### config.mk
export PLATFORM = sky130hd
export DESIGN_NAME = id_stage_flat
export DESIGN_NICKNAME = d
export VERILOG_FILES = /design/src/rtl/id_stage_pkg.sv /design/src/rtl/id_stage_if.sv /design/src/rtl/id_dec.sv /design/src/rtl/id_stage.sv /design/src/flat_wrapper.sv
export SDC_FILE = /design/constraint.sdc
export NUM_CORES = 1
export LEC_CHECK = 0
export BUFFER_PORTS_ARGS = -buffer_cell sky130_fd_sc_hd__buf_4
export CAP_MARGIN = 5
export CELL_PAD_IN_SITES_DETAIL_PLACEMENT = 0
export CELL_PAD_IN_SITES_GLOBAL_PLACEMENT = 1
export CORE_UTILIZATION = 36
export DETAILED_ROUTE_END_ITERATION = 6
export PLACE_DENSITY = 0.82
export REMOVE_ABC_BUFFERS = 1
export SETUP_SLACK_MARGIN = 0.15
export SLEW_MARGIN = 10
export SYNTH_ARGS = -nofsm -noshare
export SYNTH_HDL_FRONTEND = slang
export SYNTH_SLANG_ARGS = --single-unit
### constraint.sdc
create_clock -name clk -period 2.4 [get_ports clk]
set_input_delay 0.24 -clock clk [delete_from_list [all_inputs] [get_ports clk]]
set_output_delay 0.24 -clock clk [all_outputs]
set_load 0.1 [all_outputs]
### src/rtl/id_stage_pkg.sv
// Shared decode constants and types for the instruction-decode stage.
// Holds RV32I opcode/funct codes, zero/enable constants, the operand
// select encodings and the decoder result struct. XLEN and RF_DEPTH are
// module parameters, so nothing here depends on them.
package id_stage_pkg;

  // Major opcodes
  localparam logic [6:0] OPC_LUI    = 7'b0110111;
  localparam logic [6:0] OPC_AUIPC  = 7'b0010111;
  localparam logic [6:0] OPC_JAL    = 7'b1101111;
  localparam logic [6:0] OPC_JALR   = 7'b1100111;
  localparam logic [6:0] OPC_BRANCH = 7'b1100011;
  localparam logic [6:0] OPC_LOAD   = 7'b0000011;
  localparam logic [6:0] OPC_STORE  = 7'b0100011;
  localparam logic [6:0] OPC_OP_IMM = 7'b0010011;
  localparam logic [6:0] OPC_OP     = 7'b0110011;

  // funct3 codes that need individual treatment
  localparam logic [2:0] F3_ADD_SUB = 3'b000;
  localparam logic [2:0] F3_SLL     = 3'b001;
  localparam logic [2:0] F3_SLT     = 3'b010;
  localparam logic [2:0] F3_SLTU    = 3'b011;
  localparam logic [2:0] F3_SRL_SRA = 3'b101;
  localparam logic [2:0] F3_JALR    = 3'b000;
  localparam logic [2:0] F3_LB      = 3'b000;
  localparam logic [2:0] F3_LH      = 3'b001;
  localparam logic [2:0] F3_LW      = 3'b010;
  localparam logic [2:0] F3_LBU     = 3'b100;
  localparam logic [2:0] F3_LHU     = 3'b101;
  localparam logic [2:0] F3_SB      = 3'b000;
  localparam logic [2:0] F3_SH      = 3'b001;
  localparam logic [2:0] F3_SW      = 3'b010;

  localparam logic [6:0] F7_BASE = 7'b0000000;
  localparam logic [6:0] F7_ALT  = 7'b0100000;

  localparam logic [31:0] ZERO_WORD     = 32'h0;
  localparam logic [4:0]  ZERO_REG      = 5'd0;
  localparam logic        WRITE_ENABLE  = 1'b1;
  localparam logic        WRITE_DISABLE = 1'b0;
  localparam logic        READ_ENABLE   = 1'b1;
  localparam logic        READ_DISABLE  = 1'b0;

  typedef enum logic [1:0] {OP1_RS1, OP1_PC, OP1_IMM} op1_sel_e;
  typedef enum logic [1:0] {OP2_RS2, OP2_IMM, OP2_FOUR, OP2_ZERO} op2_sel_e;

  // Decoder result; imm is 32 bits and sign-extended to XLEN by the stage.
  typedef struct packed {
    op1_sel_e    op1_sel;
    op2_sel_e    op2_sel;
    logic [31:0] imm;
    logic        rs1_read;
    logic        rs2_read;
    logic [4:0]  rs1_addr;
    logic [4:0]  rs2_addr;
    logic [4:0]  rd_addr;
    logic        wen;
    logic        illegal;
  } dec_t;

endpackage

### src/rtl/id_stage_if.sv
// Issue/output bus of the decode stage.
// Handshake: an instruction on inst_i/instaddr_i is offered while
// in_valid_i=1 and is consumed on a rising clk edge where in_valid_i=1 and
// in_ready_o=1. Downstream, the registered bundle (valid_o ... illegal_o) is
// taken by EX on every edge where ex_ready_i=1; while ex_ready_i=0 it holds.
// master: upstream/downstream environment view. slave: id_stage view.
interface id_stage_if #(parameter int XLEN = 32);
  logic [31:0]     inst_i;
  logic [31:0]     instaddr_i;
  logic            in_valid_i;
  logic            in_ready_o;
  logic            ex_ready_i;
  logic            valid_o;
  logic [31:0]     inst_o;
  logic [31:0]     instaddr_o;
  logic [XLEN-1:0] op1_o;
  logic [XLEN-1:0] op2_o;
  logic [XLEN-1:0] rs1_data_o;
  logic [XLEN-1:0] rs2_data_o;
  logic            regs_wen_o;
  logic [4:0]      rd_addr_o;
  logic            illegal_o;

  modport slave (
    input  inst_i, instaddr_i, in_valid_i, ex_ready_i,
    output in_ready_o, valid_o, inst_o, instaddr_o, op1_o, op2_o,
           rs1_data_o, rs2_data_o, regs_wen_o, rd_addr_o, illegal_o
  );

  modport master (
    output inst_i, instaddr_i, in_valid_i, ex_ready_i,
    input  in_ready_o, valid_o, inst_o, instaddr_o, op1_o, op2_o,
           rs1_data_o, rs2_data_o, regs_wen_o, rd_addr_o, illegal_o
  );
endinterface

### src/rtl/id_dec.sv
// Combinational RV32I decoder.
// Ports: inst (32-bit instruction) -> dec (operand selects, 32-bit imm,
// register read enables/addresses, rd, write enable, illegal flag).
// Illegal instructions read and write nothing.
module id_dec
  import id_stage_pkg::*;
#(
  parameter int RF_DEPTH = 32
) (
  input  logic [31:0] inst,
  output dec_t        dec
);

  localparam logic [5:0] DEPTH = 6'(RF_DEPTH);

  logic [6:0]  opcode, funct7;
  logic [2:0]  funct3;
  logic [4:0]  rd, rs1, rs2;
  logic [31:0] imm_i, imm_s, imm_u, imm_sh;
  logic        legal, rs1_rd, rs2_rd, has_rd, bad_idx, ok_rd;
  op1_sel_e    op1_sel;
  op2_sel_e    op2_sel;
  logic [31:0] imm;

  assign opcode = inst[6:0];
  assign rd     = inst[11:7];
  assign funct3 = inst[14:12];
  assign rs1    = inst[19:15];
  assign rs2    = inst[24:20];
  assign funct7 = inst[31:25];
  assign imm_i  = {{20{inst[31]}}, inst[31:20]};
  assign imm_s  = {{20{inst[31]}}, inst[31:25], inst[11:7]};
  assign imm_u  = {inst[31:12], 12'b0};
  assign imm_sh = {27'b0, inst[24:20]};

  always_comb begin
    legal   = 1'b0;
    rs1_rd  = READ_DISABLE;
    rs2_rd  = READ_DISABLE;
    has_rd  = 1'b0;
    op1_sel = OP1_RS1;
    op2_sel = OP2_ZERO;
    imm     = ZERO_WORD;
    case (opcode)
      OPC_OP_IMM: begin
        rs1_rd  = READ_ENABLE;
        has_rd  = 1'b1;
        op2_sel = OP2_IMM;
        if (funct3 == F3_SLL) begin
          legal = (funct7 == F7_BASE);
          imm   = imm_sh;
        end else if (funct3 == F3_SRL_SRA) begin
          legal = (funct7 == F7_BASE) || (funct7 == F7_ALT);
          imm   = imm_sh;
        end else begin
          legal = 1'b1;
          imm   = imm_i;
        end
      end
      OPC_OP: begin
        rs1_rd  = READ_ENABLE;
        rs2_rd  = READ_ENABLE;
        has_rd  = 1'b1;
        op2_sel = OP2_RS2;
        // funct7=0100000 only exists for sub and sra
        legal   = (funct7 == F7_BASE) ||
                  ((funct7 == F7_ALT) && (funct3 == F3_ADD_SUB || funct3 == F3_SRL_SRA));
      end
      OPC_JAL: begin
        legal   = 1'b1;
        has_rd  = 1'b1;
        op1_sel = OP1_PC;
        op2_sel = OP2_FOUR;
      end
      OPC_JALR: begin
        // rs1 is still read: EX needs it for the jump target via rs1_data_o
        legal   = (funct3 == F3_JALR);
        rs1_rd  = READ_ENABLE;
        has_rd  = 1'b1;
        op1_sel = OP1_PC;
        op2_sel = OP2_FOUR;
      end
      OPC_BRANCH: begin
        legal   = (funct3 != F3_SLT) && (funct3 != F3_SLTU);
        rs1_rd  = READ_ENABLE;
        rs2_rd  = READ_ENABLE;
        op2_sel = OP2_RS2;
      end
      OPC_LUI: begin
        legal   = 1'b1;
        has_rd  = 1'b1;
        op1_sel = OP1_IMM;
        op2_sel = OP2_ZERO;
        imm     = imm_u;
      end
      OPC_AUIPC: begin
        legal   = 1'b1;
        has_rd  = 1'b1;
        op1_sel = OP1_PC;
        op2_sel = OP2_IMM;
        imm     = imm_u;
      end
      OPC_LOAD: begin
        legal   = (funct3 == F3_LB) || (funct3 == F3_LH) || (funct3 == F3_LW) ||
                  (funct3 == F3_LBU) || (funct3 == F3_LHU);
        rs1_rd  = READ_ENABLE;
        has_rd  = 1'b1;
        op2_sel = OP2_IMM;
        imm     = imm_i;
      end
      OPC_STORE: begin
        legal   = (funct3 == F3_SB) || (funct3 == F3_SH) || (funct3 == F3_SW);
        rs1_rd  = READ_ENABLE;
        rs2_rd  = READ_ENABLE;
        op2_sel = OP2_IMM;
        imm     = imm_s;
      end
      default: legal = 1'b0;
    endcase
  end

  // Only indices the instruction actually uses are range-checked.
  assign bad_idx = (rs1_rd && ({1'b0, rs1} >= DEPTH)) ||
                   (rs2_rd && ({1'b0, rs2} >= DEPTH)) ||
                   (has_rd && ({1'b0, rd}  >= DEPTH));
  assign ok_rd   = has_rd && legal && !bad_idx;

  always_comb begin
    dec          = '0;
    dec.illegal  = !legal || bad_idx;
    dec.op1_sel  = op1_sel;
    dec.op2_sel  = op2_sel;
    dec.imm      = imm;
    dec.rs1_read = rs1_rd && !dec.illegal;
    dec.rs2_read = rs2_rd && !dec.illegal;
    dec.rs1_addr = dec.rs1_read ? rs1 : ZERO_REG;
    dec.rs2_addr = dec.rs2_read ? rs2 : ZERO_REG;
    dec.rd_addr  = ok_rd ? rd : ZERO_REG;
    dec.wen      = (ok_rd && (rd != ZERO_REG)) ? WRITE_ENABLE : WRITE_DISABLE;
  end

endmodule

### src/rtl/id_stage.sv
// Instruction-decode pipeline stage.
// Ports: clk, rstn (async active-low); bus (id_stage_if.slave: issue
// handshake, ex_ready_i and the registered decode bundle); register-file
// read port (rs*_addr_o, rs*_read_o, rs*_data_i); EX/MEM forwarding sources;
// flush_i kills the stage; hold_flag_o requests a load-use stall.
module id_stage
  import id_stage_pkg::*;
#(
  parameter int XLEN     = 32,
  parameter int RF_DEPTH = 32
) (
  input  logic            clk,
  input  logic            rstn,
  id_stage_if.slave       bus,
  output logic [4:0]      rs1_addr_o,
  output logic [4:0]      rs2_addr_o,
  output logic            rs1_read_o,
  output logic            rs2_read_o,
  input  logic [XLEN-1:0] rs1_data_i,
  input  logic [XLEN-1:0] rs2_data_i,
  input  logic            ex_wen_i,
  input  logic [4:0]      ex_wr_addr_i,
  input  logic [XLEN-1:0] ex_wr_data_i,
  input  logic            ex_is_load_i,
  input  logic            mem_wen_i,
  input  logic [4:0]      mem_wr_addr_i,
  input  logic [XLEN-1:0] mem_wr_data_i,
  input  logic            flush_i,
  output logic            hold_flag_o
);

  dec_t            dec;
  logic            load_use;
  logic [XLEN-1:0] rs1_val, rs2_val, imm_x, op1, op2;

  id_dec #(.RF_DEPTH(RF_DEPTH)) u_dec (.inst(bus.inst_i), .dec(dec));

  assign rs1_read_o = bus.in_valid_i && dec.rs1_read;
  assign rs2_read_o = bus.in_valid_i && dec.rs2_read;
  assign rs1_addr_o = rs1_read_o ? dec.rs1_addr : ZERO_REG;
  assign rs2_addr_o = rs2_read_o ? dec.rs2_addr : ZERO_REG;

  // Youngest producer wins: EX, then MEM, then the register file.
  function automatic logic [XLEN-1:0] fwd(input logic rd_en, input logic [4:0] addr,
                                          input logic [XLEN-1:0] rf_data);
    if (!rd_en)
      return '0;
    else if (ex_wen_i && (ex_wr_addr_i == addr) && (addr != ZERO_REG))
      return ex_wr_data_i;
    else if (mem_wen_i && (mem_wr_addr_i == addr) && (addr != ZERO_REG))
      return mem_wr_data_i;
    else
      return rf_data;
  endfunction

  assign rs1_val = fwd(rs1_read_o, rs1_addr_o, rs1_data_i);
  assign rs2_val = fwd(rs2_read_o, rs2_addr_o, rs2_data_i);

  // A load in EX has no data yet, so a dependent instruction must wait.
  assign load_use = ex_is_load_i && ex_wen_i && (ex_wr_addr_i != ZERO_REG) &&
                    ((rs1_read_o && (ex_wr_addr_i == rs1_addr_o)) ||
                     (rs2_read_o && (ex_wr_addr_i == rs2_addr_o)));

  assign hold_flag_o    = bus.in_valid_i && load_use && !flush_i;
  assign bus.in_ready_o = bus.ex_ready_i && !hold_flag_o;

  assign imm_x = XLEN'($signed(dec.imm));

  always_comb begin
    op1 = '0;
    case (dec.op1_sel)
      OP1_RS1: op1 = rs1_val;
      OP1_PC:  op1 = XLEN'(bus.instaddr_i);
      OP1_IMM: op1 = imm_x;
      default: op1 = '0;
    endcase
  end

  always_comb begin
    op2 = '0;
    case (dec.op2_sel)
      OP2_RS2:  op2 = rs2_val;
      OP2_IMM:  op2 = imm_x;
      OP2_FOUR: op2 = XLEN'(4);
      default:  op2 = '0;
    endcase
  end

  always_ff @(posedge clk or negedge rstn) begin
    if (!rstn) begin
      bus.valid_o    <= 1'b0;
      bus.inst_o     <= '0;
      bus.instaddr_o <= '0;
      bus.op1_o      <= '0;
      bus.op2_o      <= '0;
      bus.rs1_data_o <= '0;
      bus.rs2_data_o <= '0;
      bus.regs_wen_o <= 1'b0;
      bus.rd_addr_o  <= '0;
      bus.illegal_o  <= 1'b0;
    end else if (flush_i) begin
      bus.valid_o    <= 1'b0;
      bus.regs_wen_o <= 1'b0;
    end else if (!bus.ex_ready_i) begin
      // EX is not taking the current bundle: hold everything
    end else if (hold_flag_o) begin
      bus.valid_o    <= 1'b0;
      bus.regs_wen_o <= 1'b0;
    end else if (bus.in_valid_i) begin
      bus.valid_o    <= 1'b1;
      bus.inst_o     <= bus.inst_i;
      bus.instaddr_o <= bus.instaddr_i;
      bus.op1_o      <= op1;
      bus.op2_o      <= op2;
      bus.rs1_data_o <= rs1_val;
      bus.rs2_data_o <= rs2_val;
      bus.regs_wen_o <= dec.wen;
      bus.rd_addr_o  <= dec.rd_addr;
      bus.illegal_o  <= dec.illegal;
    end else begin
      bus.valid_o    <= 1'b0;
      bus.regs_wen_o <= 1'b0;
    end
  end

endmodule
### src/flat_wrapper.sv
// flat-port wrapper written by rule: the top's interface ports become plain ports
module id_stage_flat import id_stage_pkg::*;
#(
  parameter int XLEN     = 32,
  parameter int RF_DEPTH = 32
)
  (clk, rstn, rs1_addr_o, rs2_addr_o, rs1_read_o, rs2_read_o, rs1_data_i, rs2_data_i, ex_wen_i, ex_wr_addr_i, ex_wr_data_i, ex_is_load_i, mem_wen_i, mem_wr_addr_i, mem_wr_data_i, flush_i, hold_flag_o, bus_inst_i, bus_instaddr_i, bus_in_valid_i, bus_ex_ready_i, bus_in_ready_o, bus_valid_o, bus_inst_o, bus_instaddr_o, bus_op1_o, bus_op2_o, bus_rs1_data_o, bus_rs2_data_o, bus_regs_wen_o, bus_rd_addr_o, bus_illegal_o);
  id_stage_if #(.XLEN(XLEN)) bus_i ();
  input  logic clk;
  input  logic rstn;
  output logic [4:0] rs1_addr_o;
  output logic [4:0] rs2_addr_o;
  output logic rs1_read_o;
  output logic rs2_read_o;
  input  logic [XLEN-1:0] rs1_data_i;
  input  logic [XLEN-1:0] rs2_data_i;
  input  logic ex_wen_i;
  input  logic [4:0] ex_wr_addr_i;
  input  logic [XLEN-1:0] ex_wr_data_i;
  input  logic ex_is_load_i;
  input  logic mem_wen_i;
  input  logic [4:0] mem_wr_addr_i;
  input  logic [XLEN-1:0] mem_wr_data_i;
  input  logic flush_i;
  output logic hold_flag_o;
  input wire logic [$bits(bus_i.inst_i)-1:0] bus_inst_i;
  input wire logic [$bits(bus_i.instaddr_i)-1:0] bus_instaddr_i;
  input wire logic [$bits(bus_i.in_valid_i)-1:0] bus_in_valid_i;
  input wire logic [$bits(bus_i.ex_ready_i)-1:0] bus_ex_ready_i;
  output wire logic [$bits(bus_i.in_ready_o)-1:0] bus_in_ready_o;
  output wire logic [$bits(bus_i.valid_o)-1:0] bus_valid_o;
  output wire logic [$bits(bus_i.inst_o)-1:0] bus_inst_o;
  output wire logic [$bits(bus_i.instaddr_o)-1:0] bus_instaddr_o;
  output wire logic [$bits(bus_i.op1_o)-1:0] bus_op1_o;
  output wire logic [$bits(bus_i.op2_o)-1:0] bus_op2_o;
  output wire logic [$bits(bus_i.rs1_data_o)-1:0] bus_rs1_data_o;
  output wire logic [$bits(bus_i.rs2_data_o)-1:0] bus_rs2_data_o;
  output wire logic [$bits(bus_i.regs_wen_o)-1:0] bus_regs_wen_o;
  output wire logic [$bits(bus_i.rd_addr_o)-1:0] bus_rd_addr_o;
  output wire logic [$bits(bus_i.illegal_o)-1:0] bus_illegal_o;
  assign bus_i.inst_i = bus_inst_i;
  assign bus_i.instaddr_i = bus_instaddr_i;
  assign bus_i.in_valid_i = bus_in_valid_i;
  assign bus_i.ex_ready_i = bus_ex_ready_i;
  assign bus_in_ready_o = bus_i.in_ready_o;
  assign bus_valid_o = bus_i.valid_o;
  assign bus_inst_o = bus_i.inst_o;
  assign bus_instaddr_o = bus_i.instaddr_o;
  assign bus_op1_o = bus_i.op1_o;
  assign bus_op2_o = bus_i.op2_o;
  assign bus_rs1_data_o = bus_i.rs1_data_o;
  assign bus_rs2_data_o = bus_i.rs2_data_o;
  assign bus_regs_wen_o = bus_i.regs_wen_o;
  assign bus_rd_addr_o = bus_i.rd_addr_o;
  assign bus_illegal_o = bus_i.illegal_o;
  id_stage #(.XLEN(XLEN), .RF_DEPTH(RF_DEPTH)) u_core (.clk(clk), .rstn(rstn), .bus(bus_i), .rs1_addr_o(rs1_addr_o), .rs2_addr_o(rs2_addr_o), .rs1_read_o(rs1_read_o), .rs2_read_o(rs2_read_o), .rs1_data_i(rs1_data_i), .rs2_data_i(rs2_data_i), .ex_wen_i(ex_wen_i), .ex_wr_addr_i(ex_wr_addr_i), .ex_wr_data_i(ex_wr_data_i), .ex_is_load_i(ex_is_load_i), .mem_wen_i(mem_wen_i), .mem_wr_addr_i(mem_wr_addr_i), .mem_wr_data_i(mem_wr_data_i), .flush_i(flush_i), .hold_flag_o(hold_flag_o));
endmodule
==> results of run 1 <==
[final cells by class]
class	instances	area, sq um
flip-flops and latches	200	5005
clock inverters	14	138.9
repair buffers	667	6370
well taps	390	488.0
clock buffers	18	429.2
multi-input cells	934	6972
fillers	2402	10510
diodes	1	2.502
inverters	7	38.79
[worst max-delay path, stage by stage]
cell	delay [ps]
buf_6	100
nor4_4	470
buf_4	220
a31oi_4	80
nor3_4	260
or4_4	190
nand4_4	80
nor4b_4	150
buf_4	150
or3_4	400
buf_12	170
buf_16	170
a221o_1	360
[cells in the final DEF, fill, tap and decap left out, drive strengths merged, types with 16 or more instances in the layout]
cell         Yosys  routed
dfrtp          200     200
o21ai           56      56
mux2i           82      82
a211oi          32      32
dlygate4sd3      0      26
o211ai          30      30
a21o            33      33
mux2            23      23
nor2            72      72
nand3           19      19
o21a            21      21
o31ai           27      27
a21oi           66      66
clkbuf          82      30
buf             24     626
a221oi          16      16
nand2          319     319
a221o           19      19
[logic make-up (layout without fill, tap and decap cells)]
family | count (synthesis) | count (layout)
flip-flops | 200 | 200
AO/OA/AOI/OAI | 338 | 338
multiplexers | 105 | 105
AND/OR/NAND/NOR | 479 | 479
XOR/XNOR | 12 | 12
other | 0 | 1
buffers and inverters | 113 | 706
[registers in the layout, summed over array words and instances (netlist names)]
signal,cells
u_core.bus.rs1_data_o,32
u_core.bus.illegal_o,1
u_core.bus.rs2_data_o,32
u_core.bus.instaddr_o,32
u_core.bus.regs_wen_o,1
u_core.bus.rd_addr_o,5
u_core.bus.op2_o,32
u_core.bus.op1_o,32
u_core.bus.inst_o,32
u_core.bus.valid_o,1
[per-layer routing]
| layer | share of wire | vias up |
|---|---|---|
| met3 | 0.077 | 172 |
| met5 | 0 | - |
| met1 | 0.39 | 6286 |
| met4 | 0.054 | 0 |
| met2 | 0.48 | 710 |
| li1 | - | 5610 |
[power groups by stage]
stage                     clock network, W  logic (W)  registers (W)
after floorplan                          0   0.000478        0.00578
after global placement                   0    0.00362        0.00385
after detailed placement                 0    0.00364        0.00385
after CTS                          0.00293    0.00387        0.00379
after global routing               0.00308    0.00416        0.00384
final                              0.00291    0.00402        0.00381
[repair_timing]
item                       4_1_cts  5_1_grt
setup buffers                   23       10
hold endpoints to repair        78        1
setup endpoints to repair      214      214
resized for setup              232      197
cloned                          16       12
hold buffers                    25        1
pin swaps                       41       66
[cell usage after synthesis (all sizes together), types with 13 or more instances]
library cell	instances
nand2	319
dfrtp	200
clkbuf	82
mux2i	82
nor2	72
a21oi	66
o21ai	56
a21o	33
a211oi	32
o211ai	30
o31ai	27
buf	24
mux2	23
o21a	21
a221o	19
nand3	19
a221oi	16
o22ai	13
[worst max path at each step]
stage | slack, ps | cells past startpoint | endpoint
floorplan | -7840 | 9 | u_core.bus.op1_o[0]$_DFFE_PN0P_
global placement | -1300 | 13 | u_core.bus.op1_o[14]$_DFFE_PN0P_
detailed placement | -1290 | 13 | u_core.bus.op1_o[14]$_DFFE_PN0P_
CTS | -220 | 14 | bus_in_ready_o
global route | -360 | 14 | u_core.bus.rs1_data_o[3]$_DFFE_PN0P_
finish | -340 | 13 | u_core.bus.op2_o[30]$_DFFE_PN0P_
[stage by stage]
| step | worst slack [ps] | utilization |
|---|---|---|
| 4_1_cts | -223.3 | 0.6126 |
| 2_1_floorplan | -7837 | - |
| 5_1_grt | -361.7 | 0.6491 |
| 3_3_place_gp | -1296 | 0.5261 |
| 6_report | -339.9 | 0.6491 |
| 3_5_place_dp | -1293 | 0.5261 |
==> summary by stage, run 1 <==
Placement
The total half-perimeter wirelength after legalization and detailed placement is 34.68 mm. The count of input and output buffers is 423. The last weighted congestion value of the routability-driven placer is 0.9146. The number of placed instances, taps included, is 2111. The placed cell area is 15760 sq um.

Status
The flow ran to the end, but the final reports show violations. The checks that failed: negative setup slack.

Critical path
The startpoint of the worst register-to-register path is u_core.bus.op2_o[30]$_DFFE_PN0P_. The register-to-register setup slack is 1550 ps. The required time of the critical path is 2730 ps. The number of cells traversed by the worst register-to-register path is 1. In this run the worst path has a maximum fanout of 24. The worst setup path is launched from a primary input. The destination of the worst register-to-register timing path is u_core.bus.op2_o[30]$_DFFE_PN0P_. The critical path is of the primary input to register type.

The arrival time of data at the critical path endpoint is 3070 ps. STA classifies the critical path endpoint as a register. Tracing the worst setup path back leads to its startpoint at bus_inst_i[31].

Clocking
The number of H-tree levels is 4. The clock drives 200 sinks. Clock tree synthesis inserted a total of 17 buffers. The TritonCTS clock tree is done. The clock passes through at most 2 buffers. The clock reaches the later pin of the worst-skew pair after 450 ps. Clock tree synthesis selected as its root buffer the cell clkbuf_16. Clock-pin slew was measured on the worst setup and hold paths at 80 ps.

Yosys
The number of unique standard cell types used by synthesis is 61. The gate count after technology mapping is 1247. The number of flip-flops and latches in the synthesized netlist is 200. The proportion of synthesized area in mux cells is 0.09743. The compound-cell area share of the yosys netlist came to 0.2093. The proportion of register bits with asynchronous set or reset after synthesis is 1.000. In this run the cell area of the synthesized design comes to 11080 sq um.

Of the total synthesized cell area, the portion taken by AND, OR, NAND and NOR gates is 0.1879. Counting flops with a built-in enable in the synthesized netlist gives 0. The warning count from the yosys run is 0.

The area fraction of the dominant cell type after synthesis is 0.4516. dfrtp_1 takes more of the synthesized area than any other cell. The adder-cell share of the synthesized area is 0. In the synthesized netlist the dominant register cell turns out to be dfrtp_1.

The share of the synthesized netlist area taken by xor and xnor gates is 0.009483. By area, the combinational part of the netlist is dominated by compound AO/OA/AOI/OAI gates. The mean instance size in the synthesized netlist is 8.888 sq um. Of the synthesized area, sequential elements account for 0.4516. Sorting the synthesized cells by area gives the leading types as dfrtp_1 (45%), nand2_1 (11%), mux2i_1 (7.4%).

Min path
In this run the most critical hold path is launched from bus_inst_i[0]. The cell count of the worst hold path is 3. The path with the worst hold slack has its endpoint at u_core.bus.inst_o[0]$_DFFE_PN0P_. In this run the worst hold path is classified as primary input to register.

Floorplan
The die covers 31490 sq um. The total number of placement rows is 63. After floorplanning, the core was sized to cover 29950 sq um. The width of the die is 177.5 um. The height of the chip is 177.5 um. Pin placement for this block handled 424 I/O pins. For this configuration, the core starts out at a cell density of 0.3700.

Global routing
For met2 alone, demand over resource in global routing was 0.5243. The global-route usage over all layers is 0.3224. The via count of the first global-routing pass is 12720. The global-route wire length before repair is 75.65 mm. The residual overflow from global routing is 0.

Entering global routing, the biggest net connects 59 pins. The initial antenna violation count is 1. The most crowded layer after global routing is met2. For this run, global-route usage on met1 was measured as 0.4102. For this run, global-route usage on met3 was measured as 0.05206.

Timing
The headroom to the max-slew limit is 0.6488. For the pin with the worst max-slew slack, the measured transition is 526.8 ps. The final count of pins violating max slew is 0. Across the routed clock network, the largest skew measured is 0 ps. The final-report hold violation count came to 0.

The post-route clock period utilization is 1.142. Based on the critical path, the design can be clocked at up to 0.3650 GHz. The final count of negative-setup-slack endpoints is 214. The final worst setup slack is -339.9 ps. The final critical path time including I/O delays and setup is 2740 ps. The hold slack is 10.20 ps. Setup total negative slack on the finished layout was measured at -47730 ps. Setup repair after global routing could not meet its margin everywhere.

Cells and area
The finished layout holds 2231 standard cells, fillers aside. The finished cells cover 19440 sq um. Relative to the synthesized area, the layout overhead comes to 75.43%. The number of nets in the final layout is 2037.

The share of post-route cells with drive strength above 1 is 0.4946.

Routing
The count of antenna-violating nets left after detailed routing is 0. The total via count after detailed routing is 12780. The per-cell routed wire length is 23.90 um.

The final wirelength is 53.33 mm. The pre-antenna-repair detailed-routing pass consisted of 5 iterations. The average via count per standard cell is 5.727. The first-iteration detailed-routing DRC count is 951. For this run, design rule violations remaining after detail routing come to 0.

Power and ir drop
Dividing total power by cell area gives a power density of 552.9 nW/um^2. The sequential share of power is 0.355. Of the total power, the clock network draws 0.271.

Of the total power, the share spent switching nets is 0.4301. The worst-case vdd ir drop is 453.1 uV. The internal power of the cells totals 0.006127 W. The logic gate share of total power is 0.374. The analysis attributes to net switching a power of 0.004624 W. For this design the static power due to leakage is 9.622 nW.

After layout, the design draws a total of 0.01075 W.

Job
The tool flagged a number of max-cap violations equal to 0.
(Power assumes the default switching activity.)
==> run 2: changes to the inputs <==
==> constraint.sdc (replaced) <==
create_clock -name clk -period 2.4 [get_ports clk]
set_input_delay 0.24 -clock clk [delete_from_list [all_inputs] [get_ports clk]]
set_output_delay 0.24 -clock clk [all_outputs]
set_load 0.01 [all_outputs]
==> run 2 against run 1 <==
The run still ends with negative setup slack left; first-iteration DRC count shrank 17%; sequential share of layout area shrank 0.69 points; critical path depth shrank 1; wire length grew 3.7%; via count grew 1.2%; die area is the same; cell area grew 2.7%; critical endpoint is now u_core.bus.op2_o[26]$_DFFE_PN0P_; combinational power shrank 45%; register-to-register slack lost 50 ps; largest cell class unchanged.
==> summary by stage, run 2 (synthesis gave the netlist of run 1 again) <==
Min path
The worst min-delay path class is primary input to register. Counting instances, the worst hold path has a depth of 3. The worst hold path terminates at u_core.bus.instaddr_o[12]$_DFFE_PN0P_. The worst hold path begins at bus_instaddr_i[12].

Routing
In this run the remaining antenna-violating nets after routing total 0. For this run, the detailed router's first-pass iteration total came to 5. The first-iteration detailed-routing DRC count is 786. The average via count per standard cell is 5.768. The final layout contains routed wiring with a total length of 55.28 mm. The total via count after detailed routing is 12930. After detailed routing, the number of remaining DRC violations is 0.

The per-cell routed wire length is 24.66 um.

Power and ir drop
The share of total power dissipated in the clock network is 0.345. The worst-case vdd ir drop is 406.3 uV. Of the total power, registers draw 0.414. The post-route total power is 0.009242 W.

The internal portion of total power is 0.006324 W. The switching power is 0.002918 W. Power spread over the standard cell area amounts to 462.6 nW/um^2. Of the total power, combinational logic draws 0.241. The leakage power is 9.767 nW. Of the total power, the share spent switching nets is 0.3157.

Clocking
The longest clock path from root to sink contains 2 buffers. Clock tree synthesis selected as its root buffer the cell clkbuf_16. The H-tree was split into 4 levels. The number of clock sinks is 200. The clock insertion delay at the later pin of the skew report is 440 ps. Clock-pin slew was measured on the worst setup and hold paths at 80 ps. Counting the buffers created by CTS gives 17. TritonCTS built the clock tree.

Job
The tool flagged a number of max-cap violations equal to 0.

Timing
The achievable frequency is 0.3786 GHz. The setup TNS is -28360 ps. Setup violations remaining at the end of the flow were counted as 204. The final-report hold violation count is 0. Of the available clock period, the critical path in the final layout requires 1.101.

Headroom to the max-slew limit came out at 0.6356. In the post-route analysis, the smallest setup slack over all paths is -241.5 ps. The measured slew at the worst slew-check pin is 546.5 ps. Clock skew on the completed layout was measured at 0 ps.

The final count of pins violating max slew is 0. The final critical path time including I/O delays and setup is 2641 ps. Setup repair after global routing could not meet its margin everywhere. Final hold analysis gives a worst-case slack of 9.764 ps.

Floorplan
Pin placement for this block handled 424 I/O pins. The area of the core region is 29950 sq um. The height of the chip is 177.5 um. After floorplanning, the core was divided into 63 placement rows. The die is 177.5 um wide. The effective utilization at floorplan is 0.3700. The area of the die is 31490 sq um.

Critical path
The startpoint kind of the worst setup timing path is a primary input. The number of cells on the worst reg-to-reg path is 1. The startpoint of the worst register-to-register path is u_core.bus.op2_o[17]$_DFFE_PN0P_. The type of destination of the critical path is a register. The required time of the critical path is 2730 ps. The start-to-end type of the worst setup path is primary input to register. The register-to-register setup slack is 1500 ps. Data arrives at the worst endpoint at 2980 ps. The endpoint identified for the worst register-to-register timing path is u_core.bus.op2_o[17]$_DFFE_PN0P_. Along the worst path, the maximum fanout reaches 7.

Cells and area
The total inserted antenna cells is 0. The area overhead of the layout relative to synthesis is 80.24%. The number of nets in the final layout is 2049. The commonest non-fill, non-tap cell in the layout is buf_4. Of the cells placed in the final design, the portion with a size suffix greater than 1 is 0.5254. The finished cells cover 19980 sq um. In the layout the commonest cells are buf_4 (519), nand2_1 (224), dfrtp_1 (200).

Placement
The last weighted congestion value of the routability-driven placer is 0.9120. The total half-perimeter wirelength after legalization and detailed placement is 34.68 mm. The placed cell area is 15760 sq um. The count of buffers added on input and output ports is 423.

Global routing
The via count of the first global-routing pass is 12600. The global-route wire length before repair is 75.56 mm. The initial antenna violation count was 0. The residual overflow from global routing is 0.

Entering global routing, the biggest net connects 59 pins. The global-route usage over all layers is 0.3230.

Status
The final reports fail on negative setup slack. The flow ran to the end, but the final reports show violations.
-- run 2: how the worst max path moves through the flow --
stage	startpoint	end	slack, ps	depth (start not counted)
after floorplan	bus_inst_i[1]	u_core.bus.op1_o[0]$_DFFE_PN0P_	-7840	9
after global placement	bus_inst_i[25]	u_core.bus.op1_o[14]$_DFFE_PN0P_	-1310	13
after detailed placement	bus_inst_i[31]	u_core.bus.op1_o[14]$_DFFE_PN0P_	-1260	13
after CTS	bus_inst_i[27]	u_core.bus.rs1_data_o[25]$_DFFE_PN0P_	-170	14
after global routing	bus_inst_i[27]	u_core.bus.rs1_data_o[22]$_DFFE_PN0P_	-280	14
final	bus_inst_i[27]	u_core.bus.op2_o[26]$_DFFE_PN0P_	-240	12
-- run 2: layer usage --
layer / global-route usage / part of all wire
met5: 0 / 0
met4: 0.1332 / 0.049
met3: 0.06213 / 0.078
met2: 0.5441 / 0.48
met1: 0.4040 / 0.39
-- run 2: layout make-up --
| type | instances | area, sq um |
|---|---|---|
| Clock buffer | 17 | 425.4 |
| Tap cell | 390 | 488.0 |
| Fill cell | 2370 | 9977 |
| Timing Repair Buffer | 674 | 6500 |
| Multi-Input combinational cell | 939 | 7317 |
| Inverter | 7 | 31.28 |
| Sequential cell | 200 | 5005 |
| Clock inverter | 15 | 210.2 |
-- run 2: power by group through the flow --
stage | Combinational, W | Clock, W | Sequential [W]
detailed placement | 0.00176 | 0 | 0.00385
floorplan | 0.000463 | 0 | 0.00396
global placement | 0.00173 | 0 | 0.00385
finish | 0.00223 | 0.00319 | 0.00383
CTS | 0.00198 | 0.00321 | 0.00379
global route | 0.00236 | 0.00335 | 0.00386
-- run 2: timing repair --
item / in CTS / in global routing
pin swaps: 18 / 129
resized for setup: 162 / 331
endpoints found under the hold margin: 80 / 1
hold buffers: 27 / 1
setup endpoints to repair: 214 / 214
cloned: 23 / 20
buffers inserted: 15 / 13
-- run 2: per-stage QoR --
stage,std cells,setup slack [ps],utilization
CTS,2208,-167.5,0.6057
detailed placement,2111,-1256,0.5261
finish,2242,-241.5,0.6669
floorplan,1141,-7837,-
global route,2242,-280.1,0.6669
global placement,2111,-1309,0.5261
-- run 2: critical path, cell delays in order --
cell,delay (ps)
buf_8,100
nor4_4,410
buf_4,220
and3_4,170
and3_4,220
or4_4,140
nand4_4,80
nor4b_4,150
buf_4,170
or3_4,520
buf_12,210
a221o_1,340
